`src/rtl/rv_multicycle_ctrl.sv`:
```
`default_nettype none
// ============================================================================
// Module      : rv_multicycle_ctrl
// Description : Multi-cycle control FSM for an RV32I core. Sequences one
//               instruction at a time through FETCH, DECODE, EXEC, MEM and WB.
//               The FSM drives immediate-format select, ALU operand/op
//               selects, data-memory request, register-file write, write-back
//               mux and PC-update controls for a shared datapath.
// Ports       : clk, reset            - clock, async active-high reset
//               inst_code             - instruction register contents
//               imem_ready/dmem_ready - memory handshakes
//               br_taken              - branch compare result (EXEC)
//               imem_req, ir_write    - fetch controls
//               imm_sel               - 0 none,1 I,2 S,3 B,4 U,5 J
//               alu_src_a/b, alu_op   - ALU controls
//               dmem_req, dmem_we     - data memory controls
//               reg_write, wb_sel     - register write-back controls
//               pc_write, pc_src      - PC update controls
//               state, illegal        - debug state, sticky illegal flag
//               instret               - retired-instruction counter
// Revision    : 1.0 - initial release
// ============================================================================
module rv_multicycle_ctrl (
    input  logic        clk,
    input  logic        reset,
    input  logic [31:0] inst_code,
    input  logic        imem_ready,
    input  logic        dmem_ready,
    input  logic        br_taken,
    output logic        imem_req,
    output logic        ir_write,
    output logic [2:0]  imm_sel,
    output logic        alu_src_a,
    output logic        alu_src_b,
    output logic [1:0]  alu_op,
    output logic        dmem_req,
    output logic        dmem_we,
    output logic        reg_write,
    output logic [1:0]  wb_sel,
    output logic        pc_write,
    output logic [1:0]  pc_src,
    output logic [2:0]  state,
    output logic        illegal,
    output logic [31:0] instret
);

    // State encoding
    localparam logic [2:0] c_st_fetch  = 3'd0;
    localparam logic [2:0] c_st_decode = 3'd1;
    localparam logic [2:0] c_st_exec   = 3'd2;
    localparam logic [2:0] c_st_mem    = 3'd3;
    localparam logic [2:0] c_st_wb     = 3'd4;
    localparam logic [2:0] c_st_trap   = 3'd5;

    // Opcodes
    localparam logic [6:0] c_op_load   = 7'b0000011;
    localparam logic [6:0] c_op_opimm  = 7'b0010011;
    localparam logic [6:0] c_op_jalr   = 7'b1100111;
    localparam logic [6:0] c_op_store  = 7'b0100011;
    localparam logic [6:0] c_op_branch = 7'b1100011;
    localparam logic [6:0] c_op_lui    = 7'b0110111;
    localparam logic [6:0] c_op_auipc  = 7'b0010111;
    localparam logic [6:0] c_op_jal    = 7'b1101111;
    localparam logic [6:0] c_op_op     = 7'b0110011;

    // Immediate formats
    localparam logic [2:0] c_imm_none = 3'd0;
    localparam logic [2:0] c_imm_i    = 3'd1;
    localparam logic [2:0] c_imm_s    = 3'd2;
    localparam logic [2:0] c_imm_b    = 3'd3;
    localparam logic [2:0] c_imm_u    = 3'd4;
    localparam logic [2:0] c_imm_j    = 3'd5;

    logic [2:0]  r_state;
    logic [2:0]  w_next_state;
    logic        r_illegal;
    logic [31:0] r_instret;

    logic [6:0]  w_opcode;
    logic        w_rd_nonzero;
    logic        w_is_load, w_is_opimm, w_is_jalr, w_is_store, w_is_branch;
    logic        w_is_lui, w_is_auipc, w_is_jal, w_is_op, w_legal;
    logic [2:0]  w_imm_fmt;
    logic        w_unused;

    // ------------------------------------------------------------------
    // Opcode decode
    // ------------------------------------------------------------------
    assign w_opcode     = inst_code[6:0];
    assign w_rd_nonzero = (inst_code[11:7] != 5'd0);
    assign w_unused     = ^inst_code[31:12];

    assign w_is_load   = (w_opcode == c_op_load);
    assign w_is_opimm  = (w_opcode == c_op_opimm);
    assign w_is_jalr   = (w_opcode == c_op_jalr);
    assign w_is_store  = (w_opcode == c_op_store);
    assign w_is_branch = (w_opcode == c_op_branch);
    assign w_is_lui    = (w_opcode == c_op_lui);
    assign w_is_auipc  = (w_opcode == c_op_auipc);
    assign w_is_jal    = (w_opcode == c_op_jal);
    assign w_is_op     = (w_opcode == c_op_op);

    assign w_legal = w_is_load | w_is_opimm | w_is_jalr | w_is_store |
                     w_is_branch | w_is_lui | w_is_auipc | w_is_jal | w_is_op;

    always_comb begin
        w_imm_fmt = c_imm_none;
        if (w_is_load || w_is_opimm || w_is_jalr) begin
            w_imm_fmt = c_imm_i;
        end else if (w_is_store) begin
            w_imm_fmt = c_imm_s;
        end else if (w_is_branch) begin
            w_imm_fmt = c_imm_b;
        end else if (w_is_lui || w_is_auipc) begin
            w_imm_fmt = c_imm_u;
        end else if (w_is_jal) begin
            w_imm_fmt = c_imm_j;
        end
    end

    // ------------------------------------------------------------------
    // State register
    // ------------------------------------------------------------------
    always_ff @(posedge clk or posedge reset) begin
        if (reset) begin
            r_state <= c_st_fetch;
        end else begin
            r_state <= w_next_state;
        end
    end

    // ------------------------------------------------------------------
    // Next-state logic
    // ------------------------------------------------------------------
    always_comb begin
        w_next_state = c_st_fetch;
        case (r_state)
            c_st_fetch: begin
                w_next_state = imem_ready ? c_st_decode : c_st_fetch;
            end
            c_st_decode: begin
                w_next_state = w_legal ? c_st_exec : c_st_trap;
            end
            c_st_exec: begin
                if (w_is_load || w_is_store) begin
                    w_next_state = c_st_mem;
                end else if (w_is_branch) begin
                    w_next_state = c_st_fetch;
                end else begin
                    w_next_state = c_st_wb;
                end
            end
            c_st_mem: begin
                if (!dmem_ready) begin
                    w_next_state = c_st_mem;
                end else if (w_is_store) begin
                    w_next_state = c_st_fetch;
                end else begin
                    w_next_state = c_st_wb;
                end
            end
            c_st_wb: begin
                w_next_state = c_st_fetch;
            end
            c_st_trap: begin
                w_next_state = c_st_trap;
            end
            // Unused encodings recover to FETCH.
            default: begin
                w_next_state = c_st_fetch;
            end
        endcase
    end

    // ------------------------------------------------------------------
    // Output logic. Everything is held low while reset is asserted so the
    // datapath sees no spurious request during the asynchronous reset.
    // ------------------------------------------------------------------
    always_comb begin
        imem_req  = 1'b0;
        ir_write  = 1'b0;
        imm_sel   = c_imm_none;
        alu_src_a = 1'b0;
        alu_src_b = 1'b0;
        alu_op    = 2'd0;
        dmem_req  = 1'b0;
        dmem_we   = 1'b0;
        reg_write = 1'b0;
        wb_sel    = 2'd0;
        pc_write  = 1'b0;
        pc_src    = 2'd0;
        if (!reset) begin
            case (r_state)
                c_st_fetch: begin
                    imem_req = 1'b1;
                    ir_write = imem_ready;
                end
                c_st_decode: begin
                    imm_sel = w_imm_fmt;
                end
                c_st_exec: begin
                    imm_sel = w_imm_fmt;
                    if (w_is_load || w_is_store || w_is_jalr) begin
                        alu_src_b = 1'b1;
                        alu_op    = 2'd0;
                    end else if (w_is_branch) begin
                        alu_op   = 2'd1;
                        pc_write = 1'b1;
                        pc_src   = br_taken ? 2'd1 : 2'd0;
                    end else if (w_is_op) begin
                        alu_op = 2'd2;
                    end else if (w_is_opimm) begin
                        alu_src_b = 1'b1;
                        alu_op    = 2'd2;
                    end else if (w_is_lui) begin
                        alu_src_b = 1'b1;
                        alu_op    = 2'd3;
                    end else if (w_is_auipc) begin
                        alu_src_a = 1'b1;
                        alu_src_b = 1'b1;
                        alu_op    = 2'd0;
                    end
                    // JAL: PC+imm and PC+4 come from dedicated adders.
                end
                c_st_mem: begin
                    imm_sel  = w_imm_fmt;
                    dmem_req = 1'b1;
                    dmem_we  = w_is_store;
                    // A store retires on the cycle its access completes.
                    pc_write = w_is_store & dmem_ready;
                end
                c_st_wb: begin
                    imm_sel   = w_imm_fmt;
                    reg_write = w_rd_nonzero;
                    if (w_is_load) begin
                        wb_sel = 2'd1;
                    end else if (w_is_jal || w_is_jalr) begin
                        wb_sel = 2'd2;
                    end
                    pc_write = 1'b1;
                    if (w_is_jal) begin
                        pc_src = 2'd1;
                    end else if (w_is_jalr) begin
                        pc_src = 2'd2;
                    end
                end
                default: begin
                    // TRAP and unused encodings drive nothing.
                end
            endcase
        end
    end

    // ------------------------------------------------------------------
    // Sticky illegal flag and retired-instruction counter
    // ------------------------------------------------------------------
    always_ff @(posedge clk or posedge reset) begin
        if (reset) begin
            r_illegal <= 1'b0;
        end else if (w_next_state == c_st_trap) begin
            r_illegal <= 1'b1;
        end
    end

    // Every retirement is marked by exactly one pc_write cycle.
    always_ff @(posedge clk or posedge reset) begin
        if (reset) begin
            r_instret <= 32'd0;
        end else if (pc_write) begin
            r_instret <= r_instret + 32'd1;
        end
    end

    assign state   = r_state;
    assign illegal = r_illegal;
    assign instret = r_instret;

endmodule
`default_nettype wire

```
`config.mk`:
```
export PLATFORM = sky130hd
export DESIGN_NAME = rv_multicycle_ctrl
export DESIGN_NICKNAME = d
export VERILOG_FILES = /design/src/rtl/rv_multicycle_ctrl.sv
export SDC_FILE = /design/constraint.sdc
export NUM_CORES = 1
export LEC_CHECK = 0
export ABC_AREA = 1
export BUFFER_PORTS_ARGS = -buffer_cell sky130_fd_sc_hd__buf_2
export CAP_MARGIN = 15
export CORE_MARGIN = 4
export CORE_UTILIZATION = 51
export DETAILED_ROUTE_END_ITERATION = 10
export GPL_TIMING_DRIVEN = 0
export PLACE_DENSITY = 0.8
export SLEW_MARGIN = 30
export SYNTH_ARGS = -nofsm -noshare
export SYNTH_HDL_FRONTEND = slang
export SYNTH_SLANG_ARGS = --single-unit
export TNS_END_PERCENT = 20
```
`constraint.sdc`:
```
create_clock -name clk -period 2.48 [get_ports clk]
set_input_delay 0.496 -clock clk [delete_from_list [all_inputs] [get_ports clk]]
set_output_delay 0.496 -clock clk [all_outputs]
set_load 0.02 [all_outputs]
```
==> impl_metrics.ini <==
[run_status]
outcome = complete, no violations

[routing]
drc = 0
ant_nets = 0
vias = 3005
wl_per_cell_um = 13.3
drtIter0Drc = 249
routed_wirelength_um = 7640
first_pass_iters = 5
vias_per_cell = 5.23

[power]
ir_worst_vdd_uv = 437
power.static_leakage_nw = 1.75
total_power_mw = 2.09
powerDensity_nw_per_um2 = 634

[clock_network]
clock_latency_ps = 300
clk_path_buf_depth = 2
cts_tree = built
clock_sinks = 36
cts_hold_buffers = 0
cts_max_level = 2
cts_root_buf = clkbuf_8
cts_buffers = 5
clk_pin_slew_ps = 80

[floorplanning]
fp.dieArea_um2 = 6570
dieWidth_um = 81.1
fp-row-count = 26
die_h_um = 81.1
ios = 90
initial_core_util = 0.530
coreArea_um2 = 5140

[global_routing]
met1_usage = 0.296
grt_use_met3 = 0.0477
grt_busiest_layer = met2
grt_pass1_wl_um = 12900
grt_max_degree = 21
antenna_found_initial = 0
grt_pass1_vias = 2938
grtUsageMet2 = 0.446
track_usage = 0.249
globalRouteOverflowTotal = 0

[sta]
finalCritPeriodShare = 0.953
finalHoldViolations = 0
final.min_clock_period_ps = 2360
skew_ps = 5.60
worst_pin_slew_ps = 554
fin_ws_ps = 117
fmax_mhz = 423
relSlewSlack = 0.629
finalSetupViolations = 0
slew_violations = 0
rsz0062_at_grt = no

[logic_synthesis]
avgSynthCellArea_um2 = 6.39
syn-num-nets = 464
synth.most_common_cell = nand2_1
synth_flop_cell = dfrtp_1
synth_area_leaders = dfrtp_1 33%, nand2_1 26%, nor2_1 7.4%
synth_edf_count = 0
ys.warnings.count = 0
synthArstFlopShare = 1.00
ys_top_cells_by_count = 190 x nand2_1, 54 x nor2_1, 36 x dfrtp_1, 31 x inv_1, 21 x nand3_1
yosys.area.top_type_share = 0.331
ys_ff_latch = 36
yosysTopAreaCell = dfrtp_1
synthCells = 426
synth_area_um2 = 2720
synth_cell_types = 30
ys_seq_area_frac = 0.331

[place]
port_buffers = 69
gp_congestion = 0.977
dp_cells = 565
placed_cell_area_um2 = 3160
place_ws_ps = -229
hpwl_um = 5650

[finish]
post-route-cell-area_um2 = 3300
nNetsFinal = 542
post-route-util = 0.642
stdcell_count = 575
antenna_cells = 0
fillers = 486
drive_gt1_frac = 0.230
areaGrowthSynthToFinish_pct = 21.2

[worst_setup_path]
critPathLaunchType = flip-flop
cp-end-kind = output pin
cp.arrival_ps = 1870
crit_type = reg2out
cp_max_fo = 10
cp.required_ps = 1980

[min_path]
worstHoldPathType = in2async

[flow_run]
drv_cap = 0
[where the power goes]
part | internal [mW] | total (mW) | switching, mW
Combinational | 0.249 | 0.716 | 0.467
Clock | 0.355 | 0.578 | 0.223
Sequential | 0.662 | 0.798 | 0.136
Total | 1.27 | 2.09 | 0.826
[repair_timing]
item,in CTS,in global routing
endpoints found under the setup margin,9,1
pin swaps,0,0
resized for setup,0,1
buffers inserted,0,0
endpoints found under the hold margin,0,0
cloned,1,1
[kinds of logic after synthesis]
kind of cell               Yosys count  share of synthesized area
AOI/OAI and AO/OA                   16                     0.0390
xor gates and xnor gates            19                     0.0611
adders and majority gates            1                    0.00459
buffers and inverters               46                     0.0790
DFF                                 36                      0.331
and+or+nand+nor                    308                      0.486
[state kept, by name, summed over array words and instances, names as in the netlist]
register / count
instret: 32
state: 3
illegal: 1
[path summary, 6_finish.rpt]
path                       startpoint     endpoint  slack [ps]  cells after the start
min in group clk              illegal      illegal         470                      2
max in group asynchronous       reset   instret[2]        1860                      2
min reg2reg                   illegal      illegal         470                      2
max                          state[2]     pc_write         120                      9
max reg2reg                instret[0]  instret[30]         730                     10
min                             reset     state[0]         230                      2
[cells in the final DEF, fill, tap and decap left out, types with 4 or more instances in the layout]
cell type / Yosys / layout
a21oi_1: 7 / 7
buf_2: 2 / 71
clkbuf_8: 0 / 7
dfrtp_1: 36 / 35
inv_1: 31 / 30
inv_2: 7 / 7
nand2_1: 190 / 190
nand2_2: 4 / 4
nand3_1: 21 / 21
nand3b_1: 9 / 9
nor2_1: 54 / 54
nor2_2: 4 / 4
nor2_4: 5 / 5
nor3_1: 12 / 12
o21ai_2: 4 / 4
xnor2_1: 9 / 9
xor2_1: 10 / 10
[routing by layer]
| layer | share of wire | wire, µm |
|---|---|---|
| met2 | 0.49 | 3750 |
| met3 | 0.077 | 590 |
| met5 | 0 | 0 |
| met4 | 0.024 | 184 |
| met1 | 0.41 | 3120 |
[final cells by class]
type,instances,area [µm²],share of cell area
Inverter,39,153,0.0462
Clock inverter,1,30.0,0.00910
Buffer,7,66.3,0.0201
Sequential cell,36,902,0.273
Timing Repair Buffer,69,345,0.105
Clock buffer,7,96.3,0.0292
Multi-Input combinational cell,344,1610,0.487
Timing Repair inverter,2,12.5,0.00379
Tap cell,70,87.6,0.0265
[worst max-delay path, cell delays in order (launching register included)]
cell	delay, ps
dfrtp_2	470
nor2_4	180
nand2_2	80
nor2_2	110
nand2_1	80
nand3_2	70
nand2_2	70
inv_4	110
buf_4	200
buf_2	190
[per-stage QoR]
stage	hold slack, ps	setup TNS, ps
final	226	0
after global routing	253	0
after CTS	303	0
after detailed placement	449	-870
after global placement	456	-941
after floorplan	466	0
Power figures use the tool's default switching activity.
